===== src/rtl/mips_pkg.sv =====
// Shared constants for the multicycle MIPS-32 control path: opcodes, functs,
// AluOp codes (also used by the ALU), datapath mux encodings, FSM states.
// Ports: none (package only).
package mips_pkg;

    // Opcodes (IR[31:26])
    localparam logic [5:0] OP_RTYPE = 6'h00;
    localparam logic [5:0] OP_J     = 6'h02;
    localparam logic [5:0] OP_BEQ   = 6'h04;
    localparam logic [5:0] OP_BNE   = 6'h05;
    localparam logic [5:0] OP_ADDI  = 6'h08;
    localparam logic [5:0] OP_ADDIU = 6'h09;
    localparam logic [5:0] OP_SLTI  = 6'h0A;
    localparam logic [5:0] OP_ANDI  = 6'h0C;
    localparam logic [5:0] OP_ORI   = 6'h0D;
    localparam logic [5:0] OP_XORI  = 6'h0E;
    localparam logic [5:0] OP_LW    = 6'h23;
    localparam logic [5:0] OP_SW    = 6'h2B;

    // R-type functs (IR[5:0])
    localparam logic [5:0] FN_ADD  = 6'h20;
    localparam logic [5:0] FN_ADDU = 6'h21;
    localparam logic [5:0] FN_SUB  = 6'h22;
    localparam logic [5:0] FN_SUBU = 6'h23;
    localparam logic [5:0] FN_AND  = 6'h24;
    localparam logic [5:0] FN_OR   = 6'h25;
    localparam logic [5:0] FN_XOR  = 6'h26;
    localparam logic [5:0] FN_NOR  = 6'h27;
    localparam logic [5:0] FN_SLT  = 6'h2A;

    // AluOp codes
    localparam logic [3:0] ALU_ADD = 4'b0000;
    localparam logic [3:0] ALU_SUB = 4'b0010;
    localparam logic [3:0] ALU_AND = 4'b0100;
    localparam logic [3:0] ALU_OR  = 4'b0101;
    localparam logic [3:0] ALU_XOR = 4'b0110;
    localparam logic [3:0] ALU_NOR = 4'b0111;
    localparam logic [3:0] ALU_SLT = 4'b1010;

    // alu_src_b select
    localparam logic [1:0] SRCB_REG  = 2'b00;
    localparam logic [1:0] SRCB_FOUR = 2'b01;
    localparam logic [1:0] SRCB_IMM  = 2'b10;
    localparam logic [1:0] SRCB_BOFF = 2'b11;

    // pc_source select
    localparam logic [1:0] PCSRC_ALU    = 2'b00;
    localparam logic [1:0] PCSRC_ALUOUT = 2'b01;
    localparam logic [1:0] PCSRC_JUMP   = 2'b10;

    typedef enum logic [3:0] {
        S_FETCH, S_DECODE, S_MEM_ADDR, S_MEM_RD, S_MEM_WB, S_MEM_WR,
        S_R_EXEC, S_R_WB, S_I_EXEC, S_I_WB, S_BRANCH, S_JUMP, S_TRAP
    } state_t;

    // What the ALU is being asked to do in the current state.
    typedef enum logic [1:0] {
        ALU_CLS_ADD, ALU_CLS_SUB, ALU_CLS_R, ALU_CLS_I
    } alu_cls_t;

    function automatic logic is_r_funct(input logic [5:0] fn);
        case (fn)
            FN_ADD, FN_ADDU, FN_SUB, FN_SUBU, FN_AND,
            FN_OR, FN_XOR, FN_NOR, FN_SLT: return 1'b1;
            default:                       return 1'b0;
        endcase
    endfunction

    function automatic logic is_i_op(input logic [5:0] op);
        case (op)
            OP_ADDI, OP_ADDIU, OP_SLTI, OP_ANDI, OP_ORI, OP_XORI: return 1'b1;
            default:                                             return 1'b0;
        endcase
    endfunction

endpackage


===== src/rtl/mips_alu_op_dec.sv =====
// AluOp decoder: maps (opcode, funct, ALU class of current state) to alu_op
// and the immediate zero-extend select. Purely combinational.
// Ports: opcode/funct from IR, alu_cls from FSM -> alu_op, ext_zero.
module mips_alu_op_dec
    import mips_pkg::*;
(
    input  logic [5:0] opcode,
    input  logic [5:0] funct,
    input  alu_cls_t   alu_cls,
    output logic [3:0] alu_op,
    output logic       ext_zero
);

    always_comb begin
        alu_op   = ALU_ADD;
        ext_zero = 1'b0;
        case (alu_cls)
            ALU_CLS_SUB: alu_op = ALU_SUB;
            ALU_CLS_R: begin
                case (funct)
                    FN_SUB, FN_SUBU: alu_op = ALU_SUB;
                    FN_AND:          alu_op = ALU_AND;
                    FN_OR:           alu_op = ALU_OR;
                    FN_XOR:          alu_op = ALU_XOR;
                    FN_NOR:          alu_op = ALU_NOR;
                    FN_SLT:          alu_op = ALU_SLT;
                    default:         alu_op = ALU_ADD;
                endcase
            end
            ALU_CLS_I: begin
                case (opcode)
                    OP_SLTI: alu_op = ALU_SLT;
                    OP_ANDI: begin alu_op = ALU_AND; ext_zero = 1'b1; end
                    OP_ORI:  begin alu_op = ALU_OR;  ext_zero = 1'b1; end
                    OP_XORI: begin alu_op = ALU_XOR; ext_zero = 1'b1; end
                    default: alu_op = ALU_ADD;
                endcase
            end
            default: alu_op = ALU_ADD;
        endcase
    end

endmodule


===== src/rtl/mips_mc_ctrl.sv =====
// Multicycle MIPS-32 control FSM: sequences fetch/decode/execute/mem/writeback
// and drives datapath selects/enables; waits on mem_ready in FETCH/MEM_RD/MEM_WR.
// Ports: clk, rst, opcode, funct, zf, mem_ready in; datapath controls, instr_done, illegal out.
module mips_mc_ctrl
    import mips_pkg::*;
#(
    parameter bit RESET_TRAP = 1'b0
) (
    input  logic       clk,
    input  logic       rst,
    input  logic [5:0] opcode,
    input  logic [5:0] funct,
    input  logic       zf,
    input  logic       mem_ready,
    output logic       mem_read,
    output logic       mem_write,
    output logic       i_or_d,
    output logic       ir_write,
    output logic       pc_en,
    output logic [1:0] pc_source,
    output logic       alu_src_a,
    output logic [1:0] alu_src_b,
    output logic       ext_zero,
    output logic [3:0] alu_op,
    output logic       reg_write,
    output logic       reg_dst,
    output logic       mem_to_reg,
    output logic       instr_done,
    output logic       illegal
);

    state_t   state, next_state;
    alu_cls_t alu_cls;
    logic     illegal_q;
    logic     decode_illegal;
    logic [3:0] dec_alu_op;
    logic       dec_ext_zero;

    mips_alu_op_dec u_alu_op_dec (
        .opcode   (opcode),
        .funct    (funct),
        .alu_cls  (alu_cls),
        .alu_op   (dec_alu_op),
        .ext_zero (dec_ext_zero)
    );

    always_ff @(posedge clk or posedge rst) begin
        if (rst) begin
            state     <= S_FETCH;
            illegal_q <= 1'b0;
        end else begin
            state <= next_state;
            if (decode_illegal) illegal_q <= 1'b1;
        end
    end

    always_comb begin
        next_state     = state;
        decode_illegal = 1'b0;
        alu_cls        = ALU_CLS_ADD;
        mem_read       = 1'b0;
        mem_write      = 1'b0;
        i_or_d         = 1'b0;
        ir_write       = 1'b0;
        pc_en          = 1'b0;
        pc_source      = PCSRC_ALU;
        alu_src_a      = 1'b0;
        alu_src_b      = SRCB_REG;
        reg_write      = 1'b0;
        reg_dst        = 1'b0;
        mem_to_reg     = 1'b0;
        instr_done     = 1'b0;

        case (state)
            S_FETCH: begin
                mem_read  = 1'b1;
                alu_src_b = SRCB_FOUR;
                if (mem_ready) begin
                    ir_write   = 1'b1;
                    pc_en      = 1'b1;
                    next_state = S_DECODE;
                end
            end
            S_DECODE: begin
                // Branch target computed speculatively into ALUOut.
                alu_src_b = SRCB_BOFF;
                if (opcode == OP_LW || opcode == OP_SW)
                    next_state = S_MEM_ADDR;
                else if (opcode == OP_RTYPE && is_r_funct(funct))
                    next_state = S_R_EXEC;
                else if (is_i_op(opcode))
                    next_state = S_I_EXEC;
                else if (opcode == OP_BEQ || opcode == OP_BNE)
                    next_state = S_BRANCH;
                else if (opcode == OP_J)
                    next_state = S_JUMP;
                else begin
                    next_state     = S_TRAP;
                    decode_illegal = 1'b1;
                end
            end
            S_MEM_ADDR: begin
                alu_src_a  = 1'b1;
                alu_src_b  = SRCB_IMM;
                next_state = (opcode == OP_LW) ? S_MEM_RD : S_MEM_WR;
            end
            S_MEM_RD: begin
                mem_read = 1'b1;
                i_or_d   = 1'b1;
                if (mem_ready) next_state = S_MEM_WB;
            end
            S_MEM_WB: begin
                reg_write  = 1'b1;
                mem_to_reg = 1'b1;
                instr_done = 1'b1;
                next_state = S_FETCH;
            end
            S_MEM_WR: begin
                mem_write = 1'b1;
                i_or_d    = 1'b1;
                if (mem_ready) begin
                    instr_done = 1'b1;
                    next_state = S_FETCH;
                end
            end
            S_R_EXEC: begin
                alu_src_a  = 1'b1;
                alu_cls    = ALU_CLS_R;
                next_state = S_R_WB;
            end
            S_R_WB: begin
                reg_write  = 1'b1;
                reg_dst    = 1'b1;
                instr_done = 1'b1;
                next_state = S_FETCH;
            end
            S_I_EXEC: begin
                alu_src_a  = 1'b1;
                alu_src_b  = SRCB_IMM;
                alu_cls    = ALU_CLS_I;
                next_state = S_I_WB;
            end
            S_I_WB: begin
                reg_write  = 1'b1;
                instr_done = 1'b1;
                next_state = S_FETCH;
            end
            S_BRANCH: begin
                alu_src_a  = 1'b1;
                alu_cls    = ALU_CLS_SUB;
                pc_source  = PCSRC_ALUOUT;
                pc_en      = (opcode == OP_BEQ) ? zf : ~zf;
                instr_done = 1'b1;
                next_state = S_FETCH;
            end
            S_JUMP: begin
                pc_source  = PCSRC_JUMP;
                pc_en      = 1'b1;
                instr_done = 1'b1;
                next_state = S_FETCH;
            end
            S_TRAP: begin
                if (!RESET_TRAP) next_state = S_FETCH;
            end
            default: next_state = S_FETCH;
        endcase

        // The state register is already FETCH during reset, so the Moore
        // decodes must be forced off explicitly to keep outputs quiet.
        if (rst) begin
            mem_read   = 1'b0;
            mem_write  = 1'b0;
            i_or_d     = 1'b0;
            ir_write   = 1'b0;
            pc_en      = 1'b0;
            pc_source  = PCSRC_ALU;
            alu_src_a  = 1'b0;
            alu_src_b  = SRCB_REG;
            reg_write  = 1'b0;
            reg_dst    = 1'b0;
            mem_to_reg = 1'b0;
            instr_done = 1'b0;
        end
    end

    assign alu_op   = rst ? ALU_ADD : dec_alu_op;
    assign ext_zero = dec_ext_zero & ~rst;
    assign illegal  = illegal_q;

endmodule


===== config.mk =====
export PLATFORM = sky130hd
export DESIGN_NAME = mips_mc_ctrl
export DESIGN_NICKNAME = d
export VERILOG_FILES = /design/src/rtl/mips_pkg.sv /design/src/rtl/mips_alu_op_dec.sv /design/src/rtl/mips_mc_ctrl.sv
export SDC_FILE = /design/constraint.sdc
export NUM_CORES = 1
export LEC_CHECK = 0
export ABC_AREA = 1
export CAP_MARGIN = 20
export CORE_MARGIN = 5
export CORE_UTILIZATION = 36
export DETAILED_ROUTE_END_ITERATION = 16
export HOLD_SLACK_MARGIN = 0.08
export PLACE_DENSITY = 0.85
export SYNTH_ARGS = -nofsm -noshare
export SYNTH_HDL_FRONTEND = slang
export SYNTH_SLANG_ARGS = --single-unit

===== constraint.sdc =====
create_clock -name clk -period 1.1 [get_ports clk]
set_input_delay 0.165 -clock clk [delete_from_list [all_inputs] [get_ports clk]]
set_output_delay 0.165 -clock clk [all_outputs]
set_load 0.03 [all_outputs]

==> qor.txt, run 1 <==
Post-synth top flop - dfrtp_1
TritonCTS Buffers - 3
Top Ports - 36
row cnt - 16
Clock Path Buffers - 2
Buffers on Ports - 35
Yosys warnings - 0
Log Error - [ERROR DPL-0033] detailed placement checks failed during check placement.
top cells by count, synth - nand2_1 (33), inv_1 (22), nor2_1 (22), nand3_1 (18)
Mean Syn Cell Area - 5.35 um^2
post-CTS resize count - 78
die height - 56.1 um
Post CTS Setup Buffer Count - 8
Yosys top cell area share - 16.4%
Area contributors post-synth - dfrtp_1 (16%), nand2_1 (16%), nand3_1 (12%), inv_1 (11%), nor2_1 (11%)
clock root buffer - clkbuf_4
dpl cell area - 1600 um^2
post-synth top area cell - dfrtp_1
number of flops mapped to enable cells by yosys - 0
cell with the most instances after synthesis - nand2_1
Synth Net Count - 159
outcome - aborted with a tool error
Placed Cells incl. Taps - 246
register area share after synthesis - 16.4%
CTS sink cnt - 5
Synth cell types - 24
CTS hold repair buffers - 0
ys async rst share - 100%
detailed placer's ending HPWL - 2870 um
Yosys reg bits - 5
Mapped Cells - 143
Exit stage - clock tree synthesis (4_1_cts)
Starting Density - 38.2%
placer congestion estimate - 0.891
htree depth - 1
synthesized area - 764 um^2
Die X - 56.1 um
## kinds of logic after synthesis
| kind of cell | after synthesis | share of synthesized area [%] |
|---|---|---|
| and+or+nand+nor | 94 | 57.6 |
| buffers and inverters | 24 | 11.8 |
| AOI/OAI and AO/OA | 20 | 14.2 |
| DFF | 5 | 16.4 |
## through the flow
stage / util, % / worst slack [ps] / hold WS [ps]
2_1_floorplan: - / -268 / -17.6
3_3_place_gp: 80.1 / -621 / 465
3_5_place_dp: 80.1 / -661 / 481
==> run 2: changes to the inputs <==
Settings changed: CORE_AREA set to 5 5 66 68, CORE_MARGIN 5 to not set, CORE_UTILIZATION 36 to not set, DIE_AREA set to 0 0 71 73, HOLD_SLACK_MARGIN 0.08 to not set, PLACE_DENSITY 0.85 to not set, PLACE_DENSITY_LB_ADDON set to 0.15.
Clock period 1.1 ns to 1.4 ns, I/O delays scaled along.
==> run 2 against run 1 <==
The flow now finishes, with violations (setup timing). Synthesized area unchanged. Synthesized cell count unchanged.
==> qor.txt, run 2 <==
most common cell after layout, fill and taps aside - buf_4
number of flops mapped to enable cells by yosys - 0 (unchanged)
vias in the first global route - 1319
post-synthesis mux area share - 0% (unchanged)
Leak - 1.00 nW
cell with the most instances after synthesis - nand2_1
largest net degree at the start of global routing - 11
Synth Net Count - 159 (unchanged)
Worst-path clk slew - 40 ps
Synth cell types - 24 (unchanged)
pre-CTS WS - -840 ps (-179 ps)
final setup violation count - 22
outcome - finished with violations
fin util - 55.6%
Area Overhead vs Synth - 176%
top cells by count, synth - nand2_1 (33), inv_1 (22), nor2_1 (22), nand3_1 (18)
Final Slew Violations - 0
met3 wire length - 118 um
post-synth top area cell - dfrtp_1
Hold Crit Class - input port to async pin
Post-Route WL - 3630 um
synthesized area - 764 um^2 (unchanged)
CP Capture Type - output port
pin slew with the least headroom to its limit - 302 ps
Antenna diodes - 0
XOR/XNOR Fraction of Synth Area - 0% (unchanged)
Met1 Routed Length - 1510 um
CP bufs+invs - 3
max-cap viol count - 0
die area - 5180 um^2
first-pass GRT wire length - 5740 um
Initial DRC Count - 17
failing checks - setup timing
DRC - 0
Clock Path Buffers - 2 (unchanged)
top sig layer - met4
DR vias/cell - 4.43
post-synthesis adder-cell area fraction - 0% (unchanged)
register area share after synthesis - 16.4% (unchanged)
simple-gate share of the synthesized area - 57.6% (unchanged)
Clock Skew - 2.19 ps
PD cells - 1350 nW/um^2
RSZ-0062 raised after global routing - true
largest family of logic cells by synthesized area - simple AND/OR/NAND/NOR gates
Data arrival, critical path - 1610 ps
CP max stage cell - dfrtp_2
min Tclk post-route - 1820 ps
CTS hold repair buffers - 0 (unchanged)
Critical Path Start - state[2]
Mapped Cells - 143 (unchanged)
CTS sink cnt - 5 (unchanged)
Yosys top cell area share - 16.4% (unchanged)
vias post-DR - 1310
Die X - 71 um (+27%)
Yosys warnings - 0 (unchanged)
max reg flops - 4
Reg2Reg Setup Slack - -110 ps
Final Hold Fails - 0
Min Hold Slack - 440 ps
CTS tree - built
ys async rst share - 100% (unchanged)
share of cells above drive strength 1 - 66.7%
nets - 263
total grt overflow - 0
VDD IR-drop max - 0.000858 V
TritonRoute pass-1 iters - 4
placer congestion estimate - 0.855 (-4.1%)
CP required - 1190 ps
peak per-stage delay on the critical path - 410 ps
Mean Syn Cell Area - 5.35 um^2 (unchanged)
total power - 0.00285 W
clock root buffer - clkbuf_8
Biggest register - state
initial antenna violation count - 0
Buffers on Ports - 35 (unchanged)
Yosys reg bits - 5 (unchanged)
htree depth - 1 (unchanged)
commonest non-fill, non-tap cells in the layout - buf_4 (55), buf_6 (29), nand2_1 (20), inv_1 (16), nor2_4 (15)
post-route ant nets - 0
detailed placer's ending HPWL - 2700 um (-6.1%)
Synth Area in Compound Gates - 14.2% (unchanged)
reg-to-reg critical path startpoint - state[3]
Rel. slew slack - 80.0%
met2 wire length - 1950 um
TritonCTS Buffers - 3 (unchanged)
FILL cells - 350
cell family with most CP delay - flip-flops
post-route clock period utilization - 130%
Area contributors post-synth - dfrtp_1 (16%), nand2_1 (16%), nand3_1 (12%), inv_1 (11%), nor2_1 (11%)
DR WL/cell - 12.3 um
Starting Density - 20.1% (-18 points)
Clk Latency, worst-skew pair - 220 ps
Setup Crit Path Kind - register to output port
CP Cell Sequence - inv_1 > nor2_1 > nand2_2 > buf_6 > o21ai_2 > nand2_2 > a21oi_2 > buf_6
GRT Util Overall - 13.4%
Post-synth top flop - dfrtp_1
Core Area - 3800 um^2
Fmax - 550 MHz
Startpoint Class - register
row cnt - 23 (+7)
final worst setup slack - -420 ps
Top Ports - 36 (unchanged)
die height - 73 um (+30%)
CP Max Fanout - 4
## run 2: cell counts after synthesis
Identical to the previous run, type by type.
## run 2: repair_timing
| action | 4_1_cts | 5_1_grt |
|---|---|---|
| hold endpoints to repair | 0 | 0 |
| setup endpoints to repair | 22 | 24 |
| gates resized for setup | 64 | 58 |
| buffers inserted | 8 | 12 |
| gates cloned | 0 | 0 |
| pin swaps | 10 | 22 |
## run 2: metal layers
| layer | global-route usage [%] | vias to the layer above |
|---|---|---|
| met5 | 0 | - |
| met4 | 3.97 | 0 |
| met3 | 1.93 | 8 |
| met2 | 25.3 | 26 |
| met1 | 15.6 | 605 |
| li1 | - | 671 |
## run 2: final timing paths
check	endpoint	depth (start not counted)
min	illegal	3
max in group asynchronous	state[0]	3
min in group clk	illegal	1
min reg2reg	illegal	1
max reg2reg	state[0]	10
max	alu_op[1]	8
## run 2: cell families (layout without fill, tap and decap cells)
logic type             count (synthesis)  after routing
buffers and inverters                 24            127
AO/OA/AOI/OAI                         20             20
AND/OR/NAND/NOR                       94             94
flip-flops                             5              5
## run 2: worst reg2reg max path: cells and delay by family (launching register included)
family | cells | cell delay [ps]
simple gates | 4 | 310
compound gates | 2 | 110
flops | 1 | 440
buf+inv | 4 | 530
## run 2: where the power goes
group | internal [W] | switching [W]
clock network | 0.000195 | 0.0000688
logic | 0.00116 | 0.00115
registers | 0.000195 | 0.0000780
## run 2: per-stage QoR
stage	instances	area (um^2)	setup TNS, ps
final	296	2110	-5730
after global routing	296	2110	-7540
after detailed placement	273	1570	-5490
after CTS	285	1820	-5560
after floorplan	143	856	-480
after global placement	273	1570	-5100
## run 2: area by class of cell
class,instances,area (um^2),area share [%]
Clock buffer,4,45.0,2.13
Inverter,23,86.3,4.09
Multi-Input combinational cell,114,882,41.7
Sequential cell,5,130,6.16
Tap cell,50,62.6,2.96
Timing Repair Buffer,100,907,42.9
No activity file was read; power rests on OpenSTA's default activity.
